## config.mk

```make
export PLATFORM = sky130hd
export DESIGN_NAME = alu_control_sequencer
export DESIGN_NICKNAME = d
export VERILOG_FILES = /design/src/rtl/cpu_pkg.sv /design/src/rtl/reg_select_decoder.sv /design/src/rtl/alu_control_sequencer.sv
export SDC_FILE = /design/constraint.sdc
export NUM_CORES = 1
export LEC_CHECK = 0
export BUFFER_PORTS_ARGS = -buffer_cell sky130_fd_sc_hd__buf_2
export CORE_MARGIN = 8
export CORE_UTILIZATION = 25
export CTS_BUF_LIST = sky130_fd_sc_hd__clkbuf_4
export DETAILED_ROUTE_END_ITERATION = 8
export PLACE_DENSITY = 0.48
export SETUP_SLACK_MARGIN = 0.02
export SYNTH_ARGS = -nofsm -noshare
export SYNTH_HDL_FRONTEND = slang
export SYNTH_SLANG_ARGS = --single-unit
```

## constraint.sdc

```tcl
create_clock -name Clock -period 1.78 [get_ports Clock]
set_input_delay 0.089 -clock Clock [delete_from_list [all_inputs] [get_ports Clock]]
set_output_delay 0.089 -clock Clock [all_outputs]
set_load 0.02 [all_outputs]
```

## src/rtl/cpu_pkg.sv

```systemverilog
// cpu_pkg: shared types, opcode/ALU-code tables and decode helpers for the control sequencer.
// Contents: state_t, op_class_t, ctl_t (registered datapath strobes), OPC_*/ALU_* constants,
// op_class() and alu_code().
package cpu_pkg;

  typedef enum logic [3:0] {
    S_IDLE,
    S_T0,
    S_T1,
    S_T2,
    S_T3,
    S_T4,
    S_T5,
    S_T6,
    S_HALT
  } state_t;

  typedef enum logic [2:0] {
    CLS_BINARY,
    CLS_MULDIV,
    CLS_UNARY,
    CLS_HALT,
    CLS_NOP,
    CLS_ILLEGAL
  } op_class_t;

  // Single-bit datapath strobes, registered together.
  typedef struct packed {
    logic pc_out;
    logic pc_in;
    logic inc_pc;
    logic mar_in;
    logic mdr_in;
    logic mdr_out;
    logic read;
    logic ir_in;
    logic y_in;
    logic zlow_in;
    logic zhigh_in;
    logic zlow_out;
    logic zhigh_out;
    logic hi_in;
    logic lo_in;
    logic halted;
    logic illegal;
  } ctl_t;

  localparam logic [4:0] OPC_ADD  = 5'b00011;
  localparam logic [4:0] OPC_SUB  = 5'b00100;
  localparam logic [4:0] OPC_AND  = 5'b00101;
  localparam logic [4:0] OPC_OR   = 5'b00110;
  localparam logic [4:0] OPC_SHR  = 5'b00111;
  localparam logic [4:0] OPC_SHL  = 5'b01000;
  localparam logic [4:0] OPC_ROR  = 5'b01010;
  localparam logic [4:0] OPC_ROL  = 5'b01011;
  localparam logic [4:0] OPC_MUL  = 5'b01110;
  localparam logic [4:0] OPC_DIV  = 5'b01111;
  localparam logic [4:0] OPC_NEG  = 5'b10000;
  localparam logic [4:0] OPC_NOT  = 5'b10001;
  localparam logic [4:0] OPC_NOP  = 5'b11010;
  localparam logic [4:0] OPC_HALT = 5'b11011;

  localparam logic [4:0] ALU_ADD = 5'b00001;
  localparam logic [4:0] ALU_SUB = 5'b00010;
  localparam logic [4:0] ALU_AND = 5'b00011;
  localparam logic [4:0] ALU_OR  = 5'b00100;
  localparam logic [4:0] ALU_SHR = 5'b00101;
  localparam logic [4:0] ALU_SHL = 5'b00110;
  localparam logic [4:0] ALU_ROR = 5'b01011;
  localparam logic [4:0] ALU_ROL = 5'b01100;
  localparam logic [4:0] ALU_MUL = 5'b01101;
  localparam logic [4:0] ALU_DIV = 5'b01110;
  localparam logic [4:0] ALU_NEG = 5'b01111;
  localparam logic [4:0] ALU_NOT = 5'b10000;

  function automatic op_class_t op_class(input logic [4:0] opc);
    case (opc)
      OPC_ADD, OPC_SUB, OPC_AND, OPC_OR,
      OPC_SHR, OPC_SHL, OPC_ROR, OPC_ROL: return CLS_BINARY;
      OPC_MUL, OPC_DIV:                   return CLS_MULDIV;
      OPC_NEG, OPC_NOT:                   return CLS_UNARY;
      OPC_HALT:                           return CLS_HALT;
      OPC_NOP:                            return CLS_NOP;
      default:                            return CLS_ILLEGAL;
    endcase
  endfunction

  function automatic logic [4:0] alu_code(input logic [4:0] opc);
    case (opc)
      OPC_ADD: return ALU_ADD;
      OPC_SUB: return ALU_SUB;
      OPC_AND: return ALU_AND;
      OPC_OR:  return ALU_OR;
      OPC_SHR: return ALU_SHR;
      OPC_SHL: return ALU_SHL;
      OPC_ROR: return ALU_ROR;
      OPC_ROL: return ALU_ROL;
      OPC_MUL: return ALU_MUL;
      OPC_DIV: return ALU_DIV;
      OPC_NEG: return ALU_NEG;
      OPC_NOT: return ALU_NOT;
      default: return 5'b00000;
    endcase
  endfunction

endpackage

```

## src/rtl/reg_select_decoder.sv

```systemverilog
// reg_select_decoder: 4-to-NREGS one-hot decoder with enable; output is all-zero when disabled.
// Ports: en (enable), sel (register index), onehot (decoded strobes).
// Purely combinational; the caller registers the result.
module reg_select_decoder #(
  parameter int NREGS = 16
) (
  input  logic             en,
  input  logic [3:0]       sel,
  output logic [NREGS-1:0] onehot
);

  always_comb begin
    onehot = '0;
    if (en && (int'(sel) < NREGS)) begin
      onehot[sel] = 1'b1;
    end
  end

endmodule

```

## src/rtl/alu_control_sequencer.sv

```systemverilog
// alu_control_sequencer: hardwired Moore control unit for fetch (T0-T2) and ALU execute (T3-T6).
// Ports: Clock, Clear (async active-low), Run, Mem_ready, IR in; Rin_sel/Rout_sel one-hot,
// datapath strobes, OP, Halted, Illegal out. All outputs registered from the next-state decode.
module alu_control_sequencer
  import cpu_pkg::*;
#(
  parameter int NREGS = 16,
  parameter int OPW   = 5
) (
  input  logic             Clock,
  input  logic             Clear,
  input  logic             Run,
  input  logic             Mem_ready,
  input  logic [31:0]      IR,
  output logic [NREGS-1:0] Rin_sel,
  output logic [NREGS-1:0] Rout_sel,
  output logic             PCout,
  output logic             PCin,
  output logic             IncPC,
  output logic             MARin,
  output logic             MDRin,
  output logic             MDRout,
  output logic             Read,
  output logic             IRin,
  output logic             Yin,
  output logic             ZLowin,
  output logic             ZHighin,
  output logic             ZLowout,
  output logic             ZHighout,
  output logic             HIin,
  output logic             LOin,
  output logic [OPW-1:0]   OP,
  output logic             Halted,
  output logic             Illegal
);

  state_t           state, nxt;
  ctl_t             ctl_q, ctl_n;
  logic [OPW-1:0]   op_q, op_n;
  logic [NREGS-1:0] rin_q, rin_n, rout_q, rout_n;
  logic             rin_en, rout_en;
  logic [3:0]       rout_idx;

  logic [4:0] opc;
  logic [3:0] ra, rb, rc;
  op_class_t  cls;
  logic       unused_ir;

  assign opc       = IR[31:27];
  assign ra        = IR[26:23];
  assign rb        = IR[22:19];
  assign rc        = IR[18:15];
  assign cls       = op_class(opc);
  assign unused_ir = ^IR[14:0];

  // Because outputs are registered, Run and Mem_ready are read at the edge that
  // starts the T0/T1 cycle they control. A T0 (T1) cycle that already carried
  // PCout (PCin) is the one that advances; otherwise the state repeats.
  always_comb begin
    nxt = state;
    case (state)
      S_IDLE: nxt = S_T0;
      S_T0:   nxt = ctl_q.pc_out ? S_T1 : S_T0;
      S_T1:   nxt = ctl_q.pc_in  ? S_T2 : S_T1;
      S_T2:   nxt = S_T3;
      S_T3: begin
        case (cls)
          CLS_BINARY, CLS_MULDIV, CLS_UNARY: nxt = S_T4;
          CLS_HALT:                          nxt = S_HALT;
          default:                           nxt = S_T0;
        endcase
      end
      S_T4:   nxt = (cls == CLS_UNARY)  ? S_T0 : S_T5;
      S_T5:   nxt = (cls == CLS_MULDIV) ? S_T6 : S_T0;
      S_T6:   nxt = S_T0;
      S_HALT: nxt = S_HALT;
      default: nxt = S_IDLE;
    endcase
  end

  always_comb begin
    ctl_n    = '0;
    op_n     = '0;
    rin_en   = 1'b0;
    rout_en  = 1'b0;
    rout_idx = rb;
    case (nxt)
      S_T0: begin
        // The first T0 after reset is a plain idle cycle.
        if ((state != S_IDLE) && Run) begin
          ctl_n.pc_out = 1'b1;
          ctl_n.mar_in = 1'b1;
          ctl_n.inc_pc = 1'b1;
        end
      end
      S_T1: begin
        ctl_n.read   = 1'b1;
        ctl_n.mdr_in = 1'b1;
        ctl_n.pc_in  = Mem_ready;
      end
      S_T2: begin
        ctl_n.mdr_out = 1'b1;
        ctl_n.ir_in   = 1'b1;
      end
      S_T3: begin
        case (cls)
          CLS_BINARY, CLS_MULDIV: begin
            rout_en    = 1'b1;
            ctl_n.y_in = 1'b1;
          end
          CLS_UNARY: begin
            rout_en       = 1'b1;
            ctl_n.zlow_in = 1'b1;
          end
          CLS_ILLEGAL: ctl_n.illegal = 1'b1;
          default: ;
        endcase
      end
      S_T4: begin
        if (cls == CLS_UNARY) begin
          ctl_n.zlow_out = 1'b1;
          rin_en         = 1'b1;
        end else begin
          rout_en        = 1'b1;
          rout_idx       = rc;
          ctl_n.zlow_in  = 1'b1;
          ctl_n.zhigh_in = (cls == CLS_MULDIV);
        end
      end
      S_T5: begin
        ctl_n.zlow_out = 1'b1;
        if (cls == CLS_MULDIV) ctl_n.lo_in = 1'b1;
        else                   rin_en      = 1'b1;
      end
      S_T6: begin
        ctl_n.zhigh_out = 1'b1;
        ctl_n.hi_in     = 1'b1;
      end
      S_HALT: ctl_n.halted = 1'b1;
      default: ;
    endcase
    // OP is held steady from operand fetch through writeback.
    if ((nxt inside {S_T3, S_T4, S_T5, S_T6}) &&
        (cls inside {CLS_BINARY, CLS_MULDIV, CLS_UNARY})) begin
      op_n = OPW'(alu_code(opc));
    end
  end

  reg_select_decoder #(.NREGS(NREGS)) u_rin_dec (
    .en     (rin_en),
    .sel    (ra),
    .onehot (rin_n)
  );

  reg_select_decoder #(.NREGS(NREGS)) u_rout_dec (
    .en     (rout_en),
    .sel    (rout_idx),
    .onehot (rout_n)
  );

  always_ff @(posedge Clock or negedge Clear) begin
    if (!Clear) begin
      state  <= S_IDLE;
      ctl_q  <= '0;
      op_q   <= '0;
      rin_q  <= '0;
      rout_q <= '0;
    end else begin
      state  <= nxt;
      ctl_q  <= ctl_n;
      op_q   <= op_n;
      rin_q  <= rin_n;
      rout_q <= rout_n;
    end
  end

  assign Rin_sel  = rin_q;
  assign Rout_sel = rout_q;
  assign PCout    = ctl_q.pc_out;
  assign PCin     = ctl_q.pc_in;
  assign IncPC    = ctl_q.inc_pc;
  assign MARin    = ctl_q.mar_in;
  assign MDRin    = ctl_q.mdr_in;
  assign MDRout   = ctl_q.mdr_out;
  assign Read     = ctl_q.read;
  assign IRin     = ctl_q.ir_in;
  assign Yin      = ctl_q.y_in;
  assign ZLowin   = ctl_q.zlow_in;
  assign ZHighin  = ctl_q.zhigh_in;
  assign ZLowout  = ctl_q.zlow_out;
  assign ZHighout = ctl_q.zhigh_out;
  assign HIin     = ctl_q.hi_in;
  assign LOin     = ctl_q.lo_in;
  assign OP       = op_q;
  assign Halted   = ctl_q.halted;
  assign Illegal  = ctl_q.illegal;

endmodule

```

; Word-level counts from Yosys, hierarchy flattened
; Memory sizes are Yosys's and may differ from the RTL's.
; Cells that the tools add are included.
[word_totals]
output_inout_bits = 54
regBits = 56
input_bits = 36
memories = 2
romBits = 256
wordCells = 97
[mem_list]
columns = memory, words, width, read_ports, rd_ports_with_merged_regs, write_ports, line_no
row1 = (name not given), 32, 5, 1, 0, 0, cpu_pkg.sv:89  ; case (opc)
row2 = (name not given), 32, 3, 1, 0, 0, cpu_pkg.sv:77  ; case (opc)
[op_classes]
n_mux = 40
n_lt_le_gt_ge = 4
reduce_logical = 12
n_eq_ne = 20
[op_table]
columns = operator, n
row1 = == test 4 x 3 -> 1 bit (second input constant), 8
row2 = 2-to-1 mux 16 bit, 2
row3 = case mux 4 bit (8 select lines), 1
row4 = 2-to-1 mux 1 bit, 20
row5 = == test 4 x 2 -> 1 bit (second input constant), 4
row6 = less-than comparator 4 x 5 -> 1 bit (second input constant), 2
row7 = 2-to-1 mux 2 bit, 5
row8 = demux 1 bit (select 4 bit), 2
row9 = == test 4 x 1 -> 1 bit (second input constant), 2
row10 = == test 4 bit (second input constant), 2
row11 = greater-or-equal comparator 4 x 1 -> 1 bit (second input constant), 2
row12 = 2-to-1 mux 4 bit, 2
row13 = case mux 1 bit (2 select lines), 4
row14 = case mux 4 bit (2 select lines), 1
row15 = nonzero test 4 bit, 2
row16 = == test 3 x 2 -> 1 bit (second input constant), 2
row17 = 2-to-1 mux 3 bit, 2
row18 = 2-to-1 mux 5 bit, 1
row19 = logical AND 1 bit, 4
row20 = zero test 4 bit, 1
row21 = OR reduction 2 bit, 2
row22 = == test 3 x 1 -> 1 bit (second input constant), 1
row23 = == test 3 bit (second input constant), 1
row24 = zero test 3 bit, 1
row25 = 2 further kinds, 2

; Longest topological paths before layout
; Gate-level depths: netlist of run 1.
; An unclocked memory read counts as a cell.
[depth]
depth_word = 12
mapped_depth = 8
ltp_nobuf = 7

; Cells and area by module
; From an unflattened synthesis of run 1, not the netlist that was laid out.
[unflattened]
cells_unflattened = 224
area_unflattened_um2 = 2334.7
[modules_own_cells]
columns = mod, cells_per_inst, area_each_um2, seq_area_each_um2, n_inst
row1 = alu_control_sequencer, 178, 2099.5, 1326.3, 1
row2 = reg_select_decoder, 23, 117.6, 0.0, 2

; Worst setup path before layout of run 1
; Ideal clock, no wire load.
[synth_path]
path_kind = reg2reg
from = register state[1]
to = register rin_q[2], in the netlist Rin_sel[2]
n_path_buf = 1
arrival_time_ps = 1695
path_stages_with_launch = 7
setup_time_ps = 80
period_less_slack_ps = 1775
required_time_ps = 1700
setup_slack_ps = 5
cell_sequence = dfrtp_1 > buf_2 > nor4b_2 > o211ai_1 > o31a_1 > or3b_1 > nor3_2
[synth_via]
elab_chain_len = 6
elab_cells_between_ends = 15
classes_between = 10 x eq/ne / 3 x mux / 2 x reduce/logical
[synth_rtl]
columns = element, line_no
row1 = from (decl), alu_control_sequencer.sv:37  ; state_t state, nxt;
row2 = from (signal assigned), alu_control_sequencer.sv:169  ; state <= nxt;
row3 = == test 4 x 3 -> 1 bit or zero test 4 bit (tied branches), alu_control_sequencer.sv:61  ; case (state)
row4 = OR reduction 2 bit (no line), -
row5 = case mux 4 bit (8 select lines) (*), alu_control_sequencer.sv:61
row6 = == test 4 x 3 -> 1 bit, alu_control_sequencer.sv:87  ; case (nxt)
row7 = case mux 1 bit (2 select lines) (*), alu_control_sequencer.sv:87
row8 = 2-to-1 mux 16 bit (*), reg_select_decoder.sv:14  ; if (en && (int'(sel) < NREGS)) begin
row9 = named net rin_n[2], alu_control_sequencer.sv:40  ; logic [NREGS-1:0] rin_q, rin_n, rout_q, rout_n;
row10 = to (signal assigned), alu_control_sequencer.sv:172  ; rin_q <= rin_n;
row11 = to (decl), alu_control_sequencer.sv:40
; Mark *: on every way through the listed nets, which the timed path passes. The rest lies on a longest branch.

; Final worst setup path of run 1
[layout_path]
from = register state[1]
to = register rout_q[4], in the netlist Rout_sel[4]
[layout_via]
elab_chain_len = 10
elab_cells_between_ends = 21
classes_between = 2 x order compare / 10 x eq/ne / 6 x mux / 3 x reduce/logical
[layout_rtl]
columns = element, line_no
row1 = == test 4 x 3 -> 1 bit or zero test 4 bit (tied branches), alu_control_sequencer.sv:61
row2 = OR reduction 2 bit (no line), -
row3 = case mux 4 bit (8 select lines) (*), alu_control_sequencer.sv:61
row4 = == test 4 x 3 -> 1 bit, alu_control_sequencer.sv:87
row5 = 2-to-1 mux 4 bit, alu_control_sequencer.sv:87
row6 = less-than comparator 4 x 5 -> 1 bit (implied by the code) or greater-or-equal comparator 4 x 1 -> 1 bit (tied branches), reg_select_decoder.sv:15  ; onehot[sel] = 1'b1;
row7 = logical AND 1 bit (implied by the code), reg_select_decoder.sv:15
row8 = 2-to-1 mux 1 bit (implied by the code), reg_select_decoder.sv:15
row9 = demux 1 bit (select 4 bit), -
row10 = 2-to-1 mux 16 bit (*), reg_select_decoder.sv:14
row11 = named net rout_n[4], alu_control_sequencer.sv:40
row12 = to (signal assigned), alu_control_sequencer.sv:173  ; rout_q <= rout_n;
row13 = to (decl), alu_control_sequencer.sv:40
; Marked as above.

==> reports/metrics.yaml, run 1 <==
routing:
  first_pass_iters: 4
  num_vias: 2233
  avgViaCountPerCell: 4.47
  wl_um: 7110
  drt-initial-drc-count: 116
  drc: 0
  wire_per_inst_um: 14.2
  antenna_left: 0
final_layout:
  fillers: 1023
  mostFrequentLayoutCells: "buf_2, dfrtp_1, buf_4"
  layout_commonest_cell: "buf_2"
  nNetsFinal: 405
  area_growth_pct: 49.7
  diodes: 0
  fin_area_sq_mm: 0.00379
  drive_gt1_share_pct: 47.8
sta:
  rsz0062_at_grt: "yes"
  min_period_ns: 1.80
  slew_headroom_pct: 66.0
  skew_ns: 0.0172
  max_freq_mhz: 554
  worstMarginPinSlew_ns: 0.511
  fin_ws_ns: -0.0241
  slew_violations: 0
  hold_viol: 0
  setup_viol_count_final: 8
  post-route-period-util_pct: 101
  whs_ns: 0.107
power_and_ir_drop:
  power_leakage_nw: 1.87
  peakVddDrop_v: 0.000411
  finalPower_mw: 3.36
  power_density_mw_per_mm2: 887
setup_path:
  reg2reg_slack_ns: -0.02
  r2r_end: "Rout_sel[4]$_DFF_PN0_"
  worstSetupStartpoint: "state[1]$_DFF_PN0_"
  max_stage_delay_ns: 0.47
  cp-end-kind: "register"
  worstPathMaxFanout: 10
  crit_type: "register to register"
  r2r-start: "state[1]$_DFF_PN0_"
  cp_slowest_cell: "dfrtp_2"
  reg2reg_depth: 7
  crit_arrival_ns: 2.07
  required_ns: 2.05
  crit_top_cell: "buf_6"
  crit_chain: "buf_6 -> nand3_4 -> buf_6 -> mux2i_4 -> a221oi_4 -> clkbuf_16 -> nor3_2"
  startpoint_type: "register"
clocking:
  cts_made_buffers: 5
  cts-root-buf: "clkbuf_4"
  cts_tree: "built"
  htree_levels: 2
  cts_sinks: 53
  clkTransAtPathRegs_ns: 0.17
  clockBufferDepth: 2
  clk_latency_ns: 0.38
global_route:
  grt_overflow: 0
  grt_pass1_wl_um: 11000
  grt_pass1_vias: 2210
  grt_max_degree: 33
  antenna_found_initial: 0
  grtUsageTotal_pct: 10.1
logic_synthesis:
  postSynthAreaPerCell_sq_um: 10.5
  synthArstFlopShare_pct: 100
  yosys_warnings: 0
  synth-seq-cells: 53
  netlist.area_leader.share_pct: 52.4
  yosysTopAreaCell: "dfrtp_1"
  synthTopCellsByArea: "dfrtp_1, nor3_1, nor2_1"
  synth_cell_type_count: 52
  synth_cells: 241
  synth_area_sq_mm: 0.00253
  synth-edff-count: 0
  synth_ff_type: "dfrtp_1"
  seq_area_frac_synth_pct: 52.4
  syn_nets: 281
die:
  dieArea_sq_mm: 0.0136
  ios: 90
  die_h_um: 117
  initial_utilization_pct: 25.8
  fp.dieW_um: 117
  num_rows: 36
  coreArea_sq_mm: 0.00982
run_status:
  status: "complete, but fails checks"
  violations: "setup timing"
placed_design:
  routabilityCongestion: 0.784
  placed_area_sq_mm: 0.00333
  place_hpwl_um: 5380
  port_buffers: 74
job:
  cap_violations: 0
worst_hold_path:
  hold_path_class: "input port to register"
  hold_path_end: "Rout_sel[6]$_DFF_PN0_"
  holdCritStartpoint: "IR[21]"
  whs_path_depth: 3
-- worst max-delay path: cells and delay by family (launching register included) --
kind | cells | cell delay, ns
buf+inv | 3 | 0.55
flops | 1 | 0.47
compound gates | 1 | 0.45
simple gates | 2 | 0.16
mux | 1 | 0.07
-- Yosys cell counts, drive strengths merged (2+ instances only) --
cell,n
dfrtp,53
nor3,28
nor2,20
nand2,15
buf,12
o21ai,12
inv,10
nand2b,10
a31oi,8
nor4,8
a21oi,5
mux2i,5
nor2b,5
ha,4
nand3,4
and2,3
and3,3
a22oi,2
and4,2
nand3b,2
nor4b,2
o21a,2
o22ai,2
o31a,2
o31ai,2
or2,2
or3,2
or3b,2
or4,2
-- flip-flops by register name (all words and copies together), names as in the netlist --
signal	cells
IncPC	1
ZLowout	1
LOin	1
ZLowin	1
IRin	1
PCin	1
Illegal	1
Read	1
Rout_sel	16
ZHighin	1
Halted	1
Yin	1
HIin	1
state	4
OP	5
Rin_sel	16
-- final cells by class --
| type | instances | area [sq um] | share of cell area (%) |
|---|---|---|---|
| timing repair buffer | 130 | 865 | 22.8 |
| multi-input combinational | 165 | 1300 | 34.3 |
| inverter | 10 | 37.5 | 0.991 |
| tap | 133 | 166 | 4.40 |
| clock inverter | 3 | 50.0 | 1.32 |
| clock buffer | 5 | 37.5 | 0.991 |
| sequential | 53 | 1330 | 35.1 |
-- what timing repair did --
action	4_1_cts	5_1_grt
hold buffers	8	0
endpoints found under the setup margin	25	34
hold endpoints to repair	30	0
buffers inserted	1	2
cloned	0	1
gates resized for setup	17	27
pin swaps	1	2
-- routing by layer --
layer / vias to the layer above / global-route usage [%] / share of wire (%)
li1: 1110 / - / -
met2: 54 / 16.9 / 47
met4: 0 / 2.56 / 1.0
met1: 1063 / 12.7 / 44
met5: - / 0 / 0
met3: 6 / 2.74 / 7.4
-- worst max-delay path by stage --
stage | endpoint | slack (ns) | depth (start not counted)
after floorplan | Rin_sel[2]$_DFF_PN0_ | 0.005 | 6
after global placement | OP[0]$_DFF_PN0_ | -0.13 | 9
after detailed placement | Rout_sel[4]$_DFF_PN0_ | -0.11 | 9
after CTS | Rin_sel[14]$_DFF_PN0_ | 0.02 | 5
after global routing | Rout_sel[4]$_DFF_PN0_ | -0.09 | 7
final | Rout_sel[4]$_DFF_PN0_ | -0.02 | 7
-- metrics by stage --
stage	instances	worst slack (ns)	TNS (ns)	util, %
after floorplan	241	0.00473	0	-
final	499	-0.0241	-0.112	38.6
after detailed placement	479	-0.113	-2.17	33.9
after CTS	496	0.0171	0	36.6
after global routing	499	-0.0870	-1.25	38.6
after global placement	479	-0.131	-1.89	33.9
-- power breakdown --
part           switching (mW)  internal, mW
Clock                   0.400         0.308
Sequential             0.0779          1.29
Combinational           0.707         0.579
Total                    1.18          2.17
-- kinds of logic after synthesis --
kind of cell             synth area share, %
buffers and inverters                   5.00
AND/OR/NAND/NOR                         24.4
AO/OA/AOI/OAI                           14.1
flip-flops                              52.4
multiplexers                            2.13
adder cells (fa/ha/maj)                 1.98
(Power assumes the default switching activity.)
==> run 2: changes to the inputs <==
--- a/config.mk
+++ b/config.mk
@@ -10,8 +10,9 @@
 export CORE_UTILIZATION = 25
 export CTS_BUF_LIST = sky130_fd_sc_hd__clkbuf_4
 export DETAILED_ROUTE_END_ITERATION = 8
-export PLACE_DENSITY = 0.48
+export PLACE_DENSITY = 0.49
 export SETUP_SLACK_MARGIN = 0.02
 export SYNTH_ARGS = -nofsm -noshare
 export SYNTH_HDL_FRONTEND = slang
+export SYNTH_HIERARCHICAL = 1
 export SYNTH_SLANG_ARGS = --single-unit
==> run 2 against run 1 <==
The run still ends with setup timing left. Worst setup slack got worse by 0.070 ns. Worst hold slack got worse by 0.089 ns. Clock power decreased by 1%. Final cell count decreased by 8.4%. Critical path depth increased by 1. Combinational power decreased by 7%. Non-clock buffer count decreased by 6.
==> reports/metrics.yaml, run 2 <==
run_status:
  status: "complete, but fails checks"
  violations: "setup timing"
setup_path:
  cp-end-kind: "register"
  cp_slowest_cell: "or4_4"
  crit_chain: "buf_12 -> or2_4 -> and3_4 -> or4_4 -> nor2_8 -> mux2_4 -> or3b_4 -> nor3_2"
  max_stage_delay_ns: 0.57
  crit_arrival_ns: 2.17
  required_ns: 2.08
  worstPathMaxFanout: 7
  startpoint_type: "input port"
  crit_type: "input port to register"
power_and_ir_drop:
  power_leakage_nw: 1.82
  peakVddDrop_v: 0.000304
  power_density_mw_per_mm2: 922
routing:
  avgViaCountPerCell: 4.40
  drt-met1-wl_um: 2620
  wl_met3_um: 427
  first_pass_iters: 4
  num_vias: 2011
  drc: 0
  wire_per_inst_um: 13.7
  top_layer_used: "met4"
  antenna_left: 0
  drt-initial-drc-count: 79
  wl_um: 6250
  wl_met2_um: 3120
global_route:
  antenna_found_initial: 1
  grt_max_degree: 34
  grt_overflow: 0
  grt_pass1_wl_um: 10300
  grtUsageTotal_pct: 9.90
  grt_pass1_vias: 2100
logic_synthesis:
  synthArstFlopShare_pct: 100
  synth_most_common_cell: "dfrtp_1"
  synth-seq-cells: 53
  synth_cells: 224
  netlist.area_leader.share_pct: 56.8
  synth_cell_type_count: 42
  yosys_warnings: 6
  synth_area_sq_mm: 0.00233
  syn_nets: 264
  seq_area_frac_synth_pct: 56.8
  synth_common_cells: "dfrtp_1, nor2_1, nor3_1"
  postSynthAreaPerCell_sq_um: 10.4
  synthTopCellsByArea: "dfrtp_1, nor2_1, nor3_1"
  synth-edff-count: 0
  synth_ff_type: "dfrtp_1"
  yosysTopAreaCell: "dfrtp_1"
sta:
  slew_violations: 0
  fin_tns_setup_ns: -0.396
  hold_viol: 0
  fin_ws_ns: -0.0940
  skew_ns: 0.00497
  whs_ns: 0.0174
  rsz0062_at_grt: "yes"
  max_freq_mhz: 534
  setup_viol_count_final: 11
  post-route-period-util_pct: 105
  min_period_ns: 1.87
  slew_headroom_pct: 66.3
  worstMarginPinSlew_ns: 0.505
clocking:
  cts_tree: "built"
  clockBufferDepth: 2
  cts_made_buffers: 5
  cts-root-buf: "clkbuf_4"
  clk_latency_ns: 0.37
  cts_sinks: 53
  clkTransAtPathRegs_ns: 0.15
  htree_levels: 2
die:
  initial_utilization_pct: 25.5
  ios: 90
  fp.dieW_um: 113
  dieArea_sq_mm: 0.0127
  num_rows: 35
  die_h_um: 113
  coreArea_sq_mm: 0.00915
final_layout:
  nNetsFinal: 384
  instances_no_fill: 457
  mostFrequentLayoutCells: "buf_2, dfrtp_1, buf_4"
  post-route-util_pct: 38.5
  layout_commonest_cell: "buf_2"
  drive_gt1_share_pct: 49.0
  area_growth_pct: 50.8
placed_design:
  dp.cells: 439
  place_hpwl_um: 4940
  dp_slack_ns: -0.603
  port_buffers: 74
  routabilityCongestion: 0.793
job:
  cap_violations: 0
worst_hold_path:
  hold_path_class: "input port to register"
==> run 2: cell types whose count changed after synthesis, moves of 4 or more <==
cell | previous run | this run
buf_2 | 5 | 1
nor4_1 | 8 | 1
mux2_1 | 0 | 4
o21ai_0 | 11 | 4
nand2_1 | 15 | 11
a31oi_1 | 8 | 2
nand3b_1 | 2 | 8
inv_1 | 10 | 5
nor2_1 | 20 | 35
a21oi_1 | 4 | 13
nor3_1 | 27 | 17
==> run 2: per-layer routing <==
layer	track usage, %	up-vias
met2	17.1	53
li1	-	998
met1	11.2	954
met4	3.78	0
met5	0	-
met3	2.95	6
==> run 2: layout make-up <==
type,count,area (sq um)
timing repair buffer,124,826
tap,111,139
antenna,1,2.50
fill,936,5630
multi-input combinational,155,1120
clock buffer,6,45.0
sequential,53,1330
clock inverter,2,38.8
inverter,5,21.3
==> run 2: power by group <==
group / internal (mW) / total (mW) / switching, mW
combinational: 0.543 / 1.20 / 0.658
sequential: 1.29 / 1.35 / 0.0544
clock: 0.315 / 0.698 / 0.383
total: 2.15 / 3.25 / 1.10
==> run 2: path summary, 6_finish.rpt <==
check                              startpoint                    end  slack [ns]  depth (start not counted)
max                                    IR[30]  Rout_sel[0]$_DFF_PN0_       -0.09                          8
min                                    IR[30]        OP[4]$_DFF_PN0_        0.02                          3
max reg2reg                state[1]$_DFF_PN0_  Rout_sel[0]$_DFF_PN0_       -0.05                          6
min reg2reg                    PCin$_DFF_PN0_         IRin$_DFF_PN0_        0.58                          1
max in group asynchronous               Clear          Yin$_DFF_PN0_        1.04                          3
min in group asynchronous               Clear   Rin_sel[1]$_DFF_PN0_        0.20                          2
==> run 2: cell families after synthesis <==
kind of cell	synth area share, %
muxes	2.36
AOI/OAI and AO/OA	7.34
and+or+nand+nor	27.1
xor gates and xnor gates	0.375
buffers and inverters	3.91
DFF	56.8
adders and majority gates	2.14
==> run 2: through the flow <==
stage                     power [mW]  instance area (sq um)
after CTS                       3.20                   3410
after floorplan                 2.01                   2400
after global placement          2.42                   3170
final                           3.25                   3520
after detailed placement        2.42                   3170
after global routing            3.44                   3520
==> run 2: timing repair <==
action                     in CTS  in global routing
gates resized for setup        24                 22
pin swaps                       7                  6
buffers inserted                2                  2
hold buffers                    5                  0
setup endpoints to repair      28                 25
hold endpoints to repair       26                  0
==> run 2: critical path, delay by kind of cell <==
family | cells | cell delay (ns)
mux | 1 | 0.32
buf+inv | 1 | 0.11
simple gates | 6 | 1.65
